===== src/rtl/cmp_bsearch.sv =====
// Binary-search initiator for a magnitude comparator: drives the probe operand and
// narrows [lo, hi] using the gt/lt/eq flags until the target is found or proven unreachable.
module cmp_bsearch #(
    parameter int WIDTH  = 8,
    parameter int SETTLE = 0,
    localparam int STEPW = $clog2(WIDTH + 2)
) (
    input  logic             clk_i,
    input  logic             rst_ni,
    input  logic             start_i,
    input  logic             abort_i,
    input  logic             gt_i,
    input  logic             lt_i,
    input  logic             eq_i,
    output logic [WIDTH-1:0] probe_o,
    output logic             busy_o,
    output logic             done_o,
    output logic [WIDTH-1:0] found_o,
    output logic [STEPW-1:0] steps_o,
    output logic             err_o
);

    localparam int WCW = (SETTLE < 2) ? 1 : $clog2(SETTLE);
    localparam logic [WIDTH-1:0] MAXV = {WIDTH{1'b1}};
    localparam logic [WCW-1:0] WLAST = WCW'(SETTLE - 1);

    typedef enum logic [1:0] {
        S_IDLE   = 2'd0,
        S_WAIT   = 2'd1,
        S_SAMPLE = 2'd2
    } state_e;

    state_e             state_q, state_d;
    logic [WIDTH-1:0]   lo_q, lo_d;
    logic [WIDTH-1:0]   hi_q, hi_d;
    logic [WIDTH-1:0]   probe_q, probe_d;
    logic [WIDTH-1:0]   found_q, found_d;
    logic [STEPW-1:0]   steps_q, steps_d;
    logic [WCW-1:0]     wait_q, wait_d;
    logic               busy_q, busy_d;
    logic               done_q, done_d;
    logic               err_q, err_d;

    logic [WIDTH-1:0]   nlo_s;
    logic [WIDTH-1:0]   nhi_s;
    logic               next_s;
    logic               fail_s;

    // Midpoint is formed one bit wider so hi-lo never wraps.
    function automatic logic [WIDTH-1:0] mid_f(input logic [WIDTH-1:0] lo,
                                               input logic [WIDTH-1:0] hi);
        logic [WIDTH:0] sum;
        sum = {1'b0, lo} + (({1'b0, hi} - {1'b0, lo}) >> 1);
        return sum[WIDTH-1:0];
    endfunction

    // Next-state and datapath decode for the search controller.
    always_comb begin
        state_d = state_q;
        lo_d    = lo_q;
        hi_d    = hi_q;
        probe_d = probe_q;
        found_d = found_q;
        steps_d = steps_q;
        wait_d  = wait_q;
        busy_d  = busy_q;
        done_d  = 1'b0;
        err_d   = 1'b0;
        nlo_s   = lo_q;
        nhi_s   = hi_q;
        next_s  = 1'b0;
        fail_s  = 1'b0;

        case (state_q)
            S_IDLE: begin
                if (start_i) begin
                    lo_d    = WIDTH'(0);
                    hi_d    = MAXV;
                    probe_d = mid_f(WIDTH'(0), MAXV);
                    steps_d = STEPW'(1);
                    busy_d  = 1'b1;
                    found_d = WIDTH'(0);
                    wait_d  = WCW'(0);
                    state_d = (SETTLE == 0) ? S_SAMPLE : S_WAIT;
                end else begin
                    state_d = S_IDLE;
                end
            end
            S_WAIT: begin
                if (abort_i) begin
                    busy_d  = 1'b0;
                    wait_d  = WCW'(0);
                    state_d = S_IDLE;
                end else if (wait_q == WLAST) begin
                    wait_d  = WCW'(0);
                    state_d = S_SAMPLE;
                end else begin
                    wait_d  = wait_q + WCW'(1);
                end
            end
            S_SAMPLE: begin
                if (abort_i) begin
                    busy_d  = 1'b0;
                    state_d = S_IDLE;
                end else begin
                    case ({gt_i, lt_i, eq_i})
                        3'b001: begin
                            found_d = probe_q;
                            done_d  = 1'b1;
                            busy_d  = 1'b0;
                            state_d = S_IDLE;
                        end
                        3'b100: begin
                            if (probe_q == WIDTH'(0)) begin
                                fail_s = 1'b1;
                            end else begin
                                nhi_s  = probe_q - WIDTH'(1);
                                next_s = 1'b1;
                            end
                        end
                        3'b010: begin
                            if (probe_q == MAXV) begin
                                fail_s = 1'b1;
                            end else begin
                                nlo_s  = probe_q + WIDTH'(1);
                                next_s = 1'b1;
                            end
                        end
                        default: begin
                            fail_s = 1'b1;
                        end
                    endcase

                    // An empty range after narrowing means the target cannot exist.
                    if (next_s && (nlo_s > nhi_s)) begin
                        fail_s = 1'b1;
                    end else begin
                        fail_s = fail_s;
                    end

                    if (fail_s) begin
                        err_d   = 1'b1;
                        busy_d  = 1'b0;
                        state_d = S_IDLE;
                    end else if (next_s) begin
                        lo_d    = nlo_s;
                        hi_d    = nhi_s;
                        probe_d = mid_f(nlo_s, nhi_s);
                        steps_d = steps_q + STEPW'(1);
                        wait_d  = WCW'(0);
                        state_d = (SETTLE == 0) ? S_SAMPLE : S_WAIT;
                    end else begin
                        steps_d = steps_q;
                    end
                end
            end
            default: begin
                busy_d  = 1'b0;
                state_d = S_IDLE;
            end
        endcase
    end

    // State and datapath registers.
    always_ff @(posedge clk_i or negedge rst_ni) begin
        if (!rst_ni) begin
            state_q <= S_IDLE;
            lo_q    <= WIDTH'(0);
            hi_q    <= WIDTH'(0);
            probe_q <= WIDTH'(0);
            found_q <= WIDTH'(0);
            steps_q <= STEPW'(0);
            wait_q  <= WCW'(0);
            busy_q  <= 1'b0;
            done_q  <= 1'b0;
            err_q   <= 1'b0;
        end else begin
            state_q <= state_d;
            lo_q    <= lo_d;
            hi_q    <= hi_d;
            probe_q <= probe_d;
            found_q <= found_d;
            steps_q <= steps_d;
            wait_q  <= wait_d;
            busy_q  <= busy_d;
            done_q  <= done_d;
            err_q   <= err_d;
        end
    end

    assign probe_o = probe_q;
    assign busy_o  = busy_q;
    assign done_o  = done_q;
    assign found_o = found_q;
    assign steps_o = steps_q;
    assign err_o   = err_q;

endmodule


===== config.mk =====
export PLATFORM = sky130hd
export DESIGN_NAME = cmp_bsearch
export DESIGN_NICKNAME = d
export VERILOG_FILES = /design/src/rtl/cmp_bsearch.sv
export SDC_FILE = /design/constraint.sdc
export NUM_CORES = 1
export LEC_CHECK = 0
export ABC_AREA = 1
export BUFFER_PORTS_ARGS = -buffer_cell sky130_fd_sc_hd__clkbuf_2
export CAP_MARGIN = 25
export CORE_AREA = 2 2 80 82
export DETAILED_ROUTE_END_ITERATION = 10
export DIE_AREA = 0 0 82 84
export PLACE_DENSITY = 0.8
export SYNTH_ARGS = -nofsm -noshare
export SYNTH_HDL_FRONTEND = slang
export SYNTH_SLANG_ARGS = --single-unit
export TNS_END_PERCENT = 100

===== constraint.sdc =====
create_clock -name clk_i -period 3.6 [get_ports clk_i]
set_input_delay 0.18 -clock clk_i [delete_from_list [all_inputs] [get_ports clk_i]]
set_output_delay 0.18 -clock clk_i [all_outputs]
set_load 0.02 [all_outputs]

After elaboration in Yosys (flattened, before gate mapping). Index checks and enable logic that the tools add are counted.

Word-level logic and storage cells: 111. Register bits after elaboration: 42. Output and inout bits: 23.

Reduce and logical (&&, ||, !) cells: 10. Equality and inequality tests: 15. Mux-type cells: 69. $lt $le $gt $ge: 1. Add/sub/neg operators: 6.

Operator list (number): 8-bit 2-to-1 mux (22); 8-bit case mux with 2 select lines (4); 1-bit 2-to-1 mux (26); 4-bit 2-to-1 mux (4); 2-bit 2-to-1 mux (7); 2-bit != test, second input constant (5); 5-bit AND reduction (2); 1-bit case mux with 3 select lines (3); 8-bit by 8-bit subtractor with 9-bit output (1); 8-bit by 1-bit adder with 8-bit output, second input constant (1); 8-bit adder (1); 8-bit == test, second input constant (1); 8-bit > comparator (1); 8-bit zero test (1); 4-bit case mux with 2 select lines (1); 8-bit by 1-bit subtractor with 8-bit output, second input constant (1); 2-bit case mux with 3 select lines (1); 5-bit by 4-bit != test with 1-bit output, second input constant (1); 4-bit by 1-bit adder with 4-bit output, second input constant (1); 4-bit by 3-bit != test with 1-bit output, second input constant (1); 4-bit AND reduction (1); 3-bit by 1-bit == test with 1-bit output, second input constant (1); 3-bit by 2-bit == test with 1-bit output, second input constant (1); 3-bit == test, second input constant (1); other kinds (12) (12).

Logic depth before layout (Yosys ltp). Gate-level depths: netlist of run 1.

Depth in word-level cells: 13. Gate-level depth with buffers: 28.

Least setup slack after synthesis of run 1. No wires, ideal clock.

Path kind: flip-flop to flip-flop. From: register probe_q[0] (netlist: probe_o[0]). To: register probe_q[6] (netlist: probe_o[6]). Slack: -0.147 ns. Buffers on the path: 1. Data arrival time: 3.625 ns. Data required time: 3.478 ns. Stages on the path, launching flop included: 23. Setup time: 0.122 ns. Path through: dfrtp_1 > inv_1 > ha_1 > inv_1 > nor2_1 > nand2_1 > nand2_2 > buf_2 > o21ai_0 > inv_1 > fa_1 > inv_1 > ha_1 > fa_1 > a21oi_1 > nor2_1 > nor2_1 > o21ai_0 > a21oi_1 > o21ai_0 > a21o_1 > nand2_1 > o21ai_1.

Longest elaborated chain between the ends: 12. Elaborated cells between the ends (all ways): 34. Those cells by class: add/sub (4); order compare (1); eq/ne (3); mux (23); reduce/logical (3).

RTL lines: from (decl) (RTL line 36) `logic [WIDTH-1:0] probe_q, probe_d;`; from (signal assigned) (RTL line 181) `probe_q <= probe_d;`; parallel branches: the longest is 12 deep, another holds 8-bit by 8-bit subtractor with 9-bit output.

Several ways; the timed one is not identified. The select of a mux whose other input is x is not followed. A chain may end at the register's enable or synchronous reset.

Worst setup path after layout of run 1.
From: register probe_q[1] (netlist: probe_o[1]). To: register probe_q[7] (netlist: probe_o[7]).

Same word-level chain as after synthesis.

==> impl_metrics.tcl, run 1 <==
set metrics [dict create \
    dpl_cell_area_mm2 0.00326 \
    combinationalPowerShare_pct 23.6 \
    crit_top_cell "nand2_1" \
    start_util_pct 47.5 \
    worstPathRequired_ps 3840 \
    grt_pass1_vias 2583 \
    yosysMostFrequentCell "nand2_1" \
    dr.pass1.iters 6 \
    slowest_delay_ps 410 \
    hold_depth 4 \
    synth_area_leaders "dfrtp_1, nand2_1, nor2_1, ha_1, inv_1" \
    path_clk_slew_ps 80 \
    die_w_um 82 \
    rrSetupSlack_ps -60 \
    cp_max_fo 6 \
    cts_tree "yes" \
    antenna_found_initial 0 \
    synth.top_cell.area_share_pct 34.6 \
    syn2layout_area_growth_pct 26.6 \
    io_pins 30 \
    r2r-start "probe_o[1]$_DFFE_PN0P_" \
    rsz0062_at_grt "true" \
    vias_per_cell 5.30 \
    io_buffers 29 \
    cts_inserted_buffers 5 \
    setup_viol 2 \
    clock_sinks 40 \
    fp-row-count 29 \
    synth_seq_cells 40 \
    reg2reg_depth 26 \
    min_to "done_o$_DFF_PN0_" \
    max-slew-margin-rel_pct 58.5 \
    via_count 2876 \
    violations "setup timing" \
    drive_gt1_share_pct 30.5 \
    switching_share_pct 31.3 \
    finClkSkew_ps 6.23 \
    p_int_w 0.000769 \
    end_kind "register" \
    ys_top_cells_by_count "nand2_1, nor2_1, inv_1" \
    crit_arrival_ps 3900 \
    syn_avg_cell_area_um2 7.23 \
    status "finished with violations" \
    p_leak_nw 1.83 \
    crit_path_top_delay_cell "dfrtp_2" \
    design_area_mm2 0.00366 \
    cts-root-buf "clkbuf_8" \
    finalCriticalPeriod_ps 3660 \
    synth_cells 400 \
    power.switching_w 0.000350 \
    final_net_count 490 \
    place_congestion 0.893 \
    final_cell_count_no_fill 543 \
    wl_mm 8.16 \
    hold_viol 0 \
    ant_nets 0 \
    synthArstFlopShare_pct 100 \
    setup_tns_ps -80.6 \
    synth_cell_types 36 \
    drcViolationCount 0 \
    ys.flop_type "dfrtp_1" \
    drv_slew 0 \
    synth_edf_count 0 \
    fill_cells 485 \
    die-area_mm2 0.00689 \
    hold_class "input port to register" \
    syn_nets 425 \
    whs_ps 178 \
    max-vdd-ir-drop_mv 0.197 \
    overflow 0 \
    wl_per_cell_um 15.0 \
    grt_max_degree 41 \
    critical_path_class "register to register" \
    insertion_delay_ps 300 \
    first_iter_violations 283 \
    r2r_end "probe_o[7]$_DFFE_PN0P_" \
    htreeDepth 2 \
    finalWorstSetupSlack_ps -63.3 \
    yosys_warnings 0 \
    fmax_ghz 0.273 \
    hold_path_startpoint "gt_i" \
    grt_first_pass_wirelength_mm 12.0 \
    insertedDiodeCount 0 \
    synth-seq-area-share_pct 34.6 \
    p_clk_share_pct 33.3 \
    power_density_mw_per_mm2 306 \
    coreArea_mm2 0.00610 \
    cp-start-kind "register" \
    grtUsageTotal_pct 22.4 \
    tightest_slew_ps 621 \
    yosysTopAreaCell "dfrtp_1" \
    dp.cells 520 \
    netlist_area_mm2 0.00289 \
    drv_cap 0 \
    power.total_w 0.00112 \
    cts.path.max_buffers 2 \
    die_h_um 84 \
    timing.final.crit_share_pct 102 \
    dpl.hpwl_mm 5.57 \
    power_frac_seq_pct 43.0 \
]
[cell type report]
| cell class | instances | area (um^2) | share of cell area [%] |
|---|---|---|---|
| clock inverter | 2 | 35.0 | 0.957 |
| inverter | 56 | 218 | 5.94 |
| multi-input combinational | 295 | 1780 | 48.5 |
| tap | 77 | 96.3 | 2.63 |
| sequential | 40 | 1000 | 27.4 |
| timing repair buffer | 67 | 458 | 12.5 |
| clock buffer | 6 | 72.6 | 1.98 |
[per-layer routing]
metal	vias to the layer above	part of all wire (%)	global-route usage [%]
met4	0	2.4	6.06
met5	-	0	0
met3	23	5.5	3.35
met1	1356	41	28.1
li1	1399	-	-
met2	98	51	39.2
[worst max path at each step]
| stage | from | end | slack, ps | cells past startpoint |
|---|---|---|---|---|
| 2_1_floorplan | probe_o[0]$_DFFE_PN0P_ | probe_o[7]$_DFFE_PN0P_ | 30 | 26 |
| 3_3_place_gp | probe_o[1]$_DFFE_PN0P_ | probe_o[7]$_DFFE_PN0P_ | -160 | 25 |
| 3_5_place_dp | probe_o[1]$_DFFE_PN0P_ | probe_o[7]$_DFFE_PN0P_ | -210 | 25 |
| 4_1_cts | probe_o[0]$_DFFE_PN0P_ | probe_o[7]$_DFFE_PN0P_ | 3 | 27 |
| 5_1_grt | probe_o[1]$_DFFE_PN0P_ | probe_o[7]$_DFFE_PN0P_ | -280 | 25 |
| 6_report | probe_o[1]$_DFFE_PN0P_ | probe_o[7]$_DFFE_PN0P_ | -60 | 26 |
[registers in the layout, indices dropped and copies added (netlist names)]
signal and cells:
steps_o 4, err_o 1, done_o 1, found_o 8, probe_o 8, busy_o 1
hi_q 8, state_q 1, lo_q 8
[layout by cell type, fill, tap and decap left out, types with 12 or more instances in the layout]
master    synthesis  layout
buf_4             2      35
clkbuf_2          0      29
dfrtp_1          40      37
inv_1            49      40
inv_2             6      14
nand2_1          87      82
nand2_2          10      12
nand3_1          30      30
nor2_1           62      61
o21ai_0          23      15
xor2_1           14      13
[critical path: cells and delay by family, from the launching register on]
family          cells  cell delay, ps
simple gates       13            1110
fa+ha+maj           3             810
compound gates      5             790
flops               1             410
buf+inv             4             310
xor+xnor            1             160
[power by group through the flow]
stage / clock [W] / combinational (W) / sequential, W
after floorplan: 0 / 0.000134 / 0.000507
after global placement: 0 / 0.000218 / 0.000489
after detailed placement: 0 / 0.000226 / 0.000490
after CTS: 0.000376 / 0.000230 / 0.000481
after global routing: 0.000394 / 0.000289 / 0.000485
final: 0.000373 / 0.000265 / 0.000482
[repair_timing]
| item | 4_1_cts | 5_1_grt |
|---|---|---|
| setup buffers | 2 | 11 |
| hold buffers | 0 | 1 |
| pin swaps | 0 | 21 |
| gates resized for setup | 7 | 46 |
| setup endpoints to repair | 4 | 5 |
| hold endpoints to repair | 0 | 13 |
[kinds of logic after synthesis]
| logic type | after synthesis | share of synthesized area, % |
|---|---|---|
| AOI/OAI and AO/OA | 49 | 9.08 |
| xor gates and xnor gates | 17 | 5.15 |
| adders and majority gates | 18 | 8.30 |
| buffers and inverters | 65 | 9.65 |
| DFF | 40 | 34.6 |
| and+or+nand+nor | 211 | 33.2 |
[metrics by stage]
| step | utilization (%) | setup slack [ps] |
|---|---|---|
| floorplan | - | 26.1 |
| global placement | 53.4 | -162 |
| detailed placement | 53.4 | -208 |
| CTS | 55.7 | 2.96 |
| global route | 60.1 | -281 |
| finish | 60.1 | -63.3 |
(Power assumes the default switching activity.)
==> run 2, diff against run 1 <==
--- a/config.mk
+++ b/config.mk
@@ -8,10 +8,12 @@
 export ABC_AREA = 1
 export BUFFER_PORTS_ARGS = -buffer_cell sky130_fd_sc_hd__clkbuf_2
 export CAP_MARGIN = 25
-export CORE_AREA = 2 2 80 82
+export CELL_PAD_IN_SITES_DETAIL_PLACEMENT = 1
+export CELL_PAD_IN_SITES_GLOBAL_PLACEMENT = 1
+export CORE_AREA = 2 2 90 92
 export DETAILED_ROUTE_END_ITERATION = 10
-export DIE_AREA = 0 0 82 84
-export PLACE_DENSITY = 0.8
+export DIE_AREA = 0 0 92 94
+export PLACE_DENSITY = 0.84
 export SYNTH_ARGS = -nofsm -noshare
 export SYNTH_HDL_FRONTEND = slang
 export SYNTH_SLANG_ARGS = --single-unit
==> run 2 against run 1 <==
Against the previous run:
- clock skew increased by 2.0 ps
- global-route usage increased by 1.2 points
- setup slack improved by 68 ps
- utilization decreased by 9.4 points
- the run now ends clean
- sequential power about the same
- clock power increased by 7.8%
==> impl_metrics.tcl, run 2 (same netlist as run 1, synthesis figures left out) <==
set metrics [dict create \
    cts_tree "yes" \
    cts.path.max_buffers 2 \
    drv_cap 0 \
    dp_worst_setup_slack_ps -254 \
    switching_share_pct 33.7 \
    wl_mm 10.7 \
    critical_path_class "register to register" \
    reg2reg_depth 22 \
    dr.pass1.iters 4 \
    finClkSkew_ps 8.27 \
    power_frac_seq_pct 41.3 \
    max-slew-margin-rel_pct 66.6 \
    whs_ps 207 \
    fp-row-count 32 \
    crit_arrival_ps 3790 \
    worstPathRequired_ps 3800 \
    coreArea_mm2 0.00761 \
    hold_viol 0 \
    first_iter_violations 166 \
    power.switching_w 0.000396 \
    final_cell_mix "nand2_1, nor2_1, buf_4" \
    seq_area_mm2 0.00101 \
    dpl.hpwl_mm 7.34 \
    die-area_mm2 0.00865 \
    timing.final.crit_share_pct 99.9 \
    die_w_um 92 \
    p_int_w 0.000779 \
    antenna_found_initial 0 \
    insertedDiodeCount 0 \
    drv_slew 0 \
    place_congestion 0.861 \
    status "complete, no violations" \
    cp-start-kind "register" \
    grtUsageTotal_pct 23.6 \
    grt_pass1_vias 3211 \
    p_clk_share_pct 34.2 \
    dp.cells 565 \
    drive_gt1_share_pct 34.5 \
    die_h_um 94 \
    vias_per_cell 5.21 \
    final_common_cell "nand2_1" \
    start_util_pct 38.0 \
    p_leak_nw 1.95 \
    power_density_mw_per_mm2 305 \
    finalCriticalPeriod_ps 3600 \
    hold_depth 4 \
    htreeDepth 2 \
    clock_sinks 40 \
    power.total_w 0.00117 \
    io_pins 30 \
    max-vdd-ir-drop_mv 0.175 \
    ant_nets 0 \
    insertion_delay_ps 310 \
    grt_first_pass_wirelength_mm 15.8 \
    overflow 0 \
    crit_path_start "probe_o[7]$_DFFE_PN0P_" \
    rsz0062_at_grt "true" \
    final_net_count 511 \
    combinationalPowerShare_pct 24.5 \
    hold_class "input port to register" \
    fill_cells 987 \
    io_buffers 29 \
    tightest_slew_ps 498 \
    final_util_pct 50.7 \
    fmax_ghz 0.278 \
    cts-root-buf "clkbuf_8" \
    finalWorstSetupSlack_ps 4.27 \
    drcViolationCount 0 \
    multi_input_area_mm2 0.00179 \
    path_clk_slew_ps 90 \
    grt_max_degree 32 \
    cp_max_fo 7 \
    setup_viol 0 \
    syn2layout_area_growth_pct 33.2 \
    end_kind "register" \
    cts_inserted_buffers 5 \
    via_count 3068 \
    r2r-start "probe_o[7]$_DFFE_PN0P_" \
    hold_path_startpoint "gt_i" \
    final_cell_count_no_fill 589 \
    wl_per_cell_um 18.1 \
]
run 2: cell types whose count changed in the layout (fill, tap and decap cells not counted), sizes merged:
cell,change
clkbuf,-1
buf,+21
clkinv,+1
run 2: layer usage:
metal / share of wire [%] / wire length [um] / GRT usage (%)
met2: 52 / 5580 / 45.4
met4: 3.2 / 346 / 7.34
met5: 0 / 0 / 0
met3: 4.2 / 452 / 2.57
met1: 40 / 4290 / 27.4
run 2: stage by stage:
stage,setup TNS [ps],area (um^2)
3_5_place_dp,-652,3440
2_1_floorplan,0,2900
3_3_place_gp,-44.7,3420
5_1_grt,-549,3850
6_report,0,3850
4_1_cts,-2.95,3660
run 2: critical path, cell delays in order, from the launching register on:
cell	delay (ps)
dfrtp_2	470
inv_1	90
nand2_1	90
nor2_1	120
nand2_1	110
nand2_4	130
nand2_1	90
o21a_1	160
nand2_2	90
inv_1	80
fa_2	530
inv_1	50
ha_2	180
fa_2	360
a21oi_2	140
nor2_1	70
nor2_2	120
o21ai_2	70
a21oi_2	140
o21ai_1	90
a21o_1	170
nand2_2	80
o21ai_2	60
run 2: area by class of cell:
type | instances | area share [%]
Multi-Input combinational cell | 295 | 46.4
Sequential cell | 40 | 26.1
Timing Repair Buffer | 88 | 15.6
Inverter | 56 | 5.52
Tap cell | 102 | 3.31
Clock buffer | 5 | 1.79
Clock inverter | 3 | 1.23
run 2: path summary, 6_finish.rpt:
kind | end | slack, ps
max | probe_o[6]$_DFFE_PN0P_ | 4
min | done_o$_DFF_PN0_ | 210
max reg2reg | probe_o[6]$_DFFE_PN0P_ | 4
min reg2reg | hi_q[1]$_DFFE_PN0P_ | 510
max in group asynchronous | probe_o[6]$_DFFE_PN0P_ | 2800
min in group asynchronous | hi_q[2]$_DFFE_PN0P_ | 310
run 2: timing repair:
action,CTS,global route
endpoints found under the hold margin,9,0
resized for setup,18,34
buffers inserted,5,10
pin swaps,9,18
hold buffers,1,0
endpoints found under the setup margin,5,24
run 2: power by group through the flow:
stage | clock network [W] | registers [W] | logic [W]
2_1_floorplan | 0 | 0.000507 | 0.000134
3_3_place_gp | 0 | 0.000491 | 0.000233
3_5_place_dp | 0 | 0.000493 | 0.000248
4_1_cts | 0.000405 | 0.000484 | 0.000258
5_1_grt | 0.000420 | 0.000487 | 0.000313
6_report | 0.000402 | 0.000485 | 0.000288
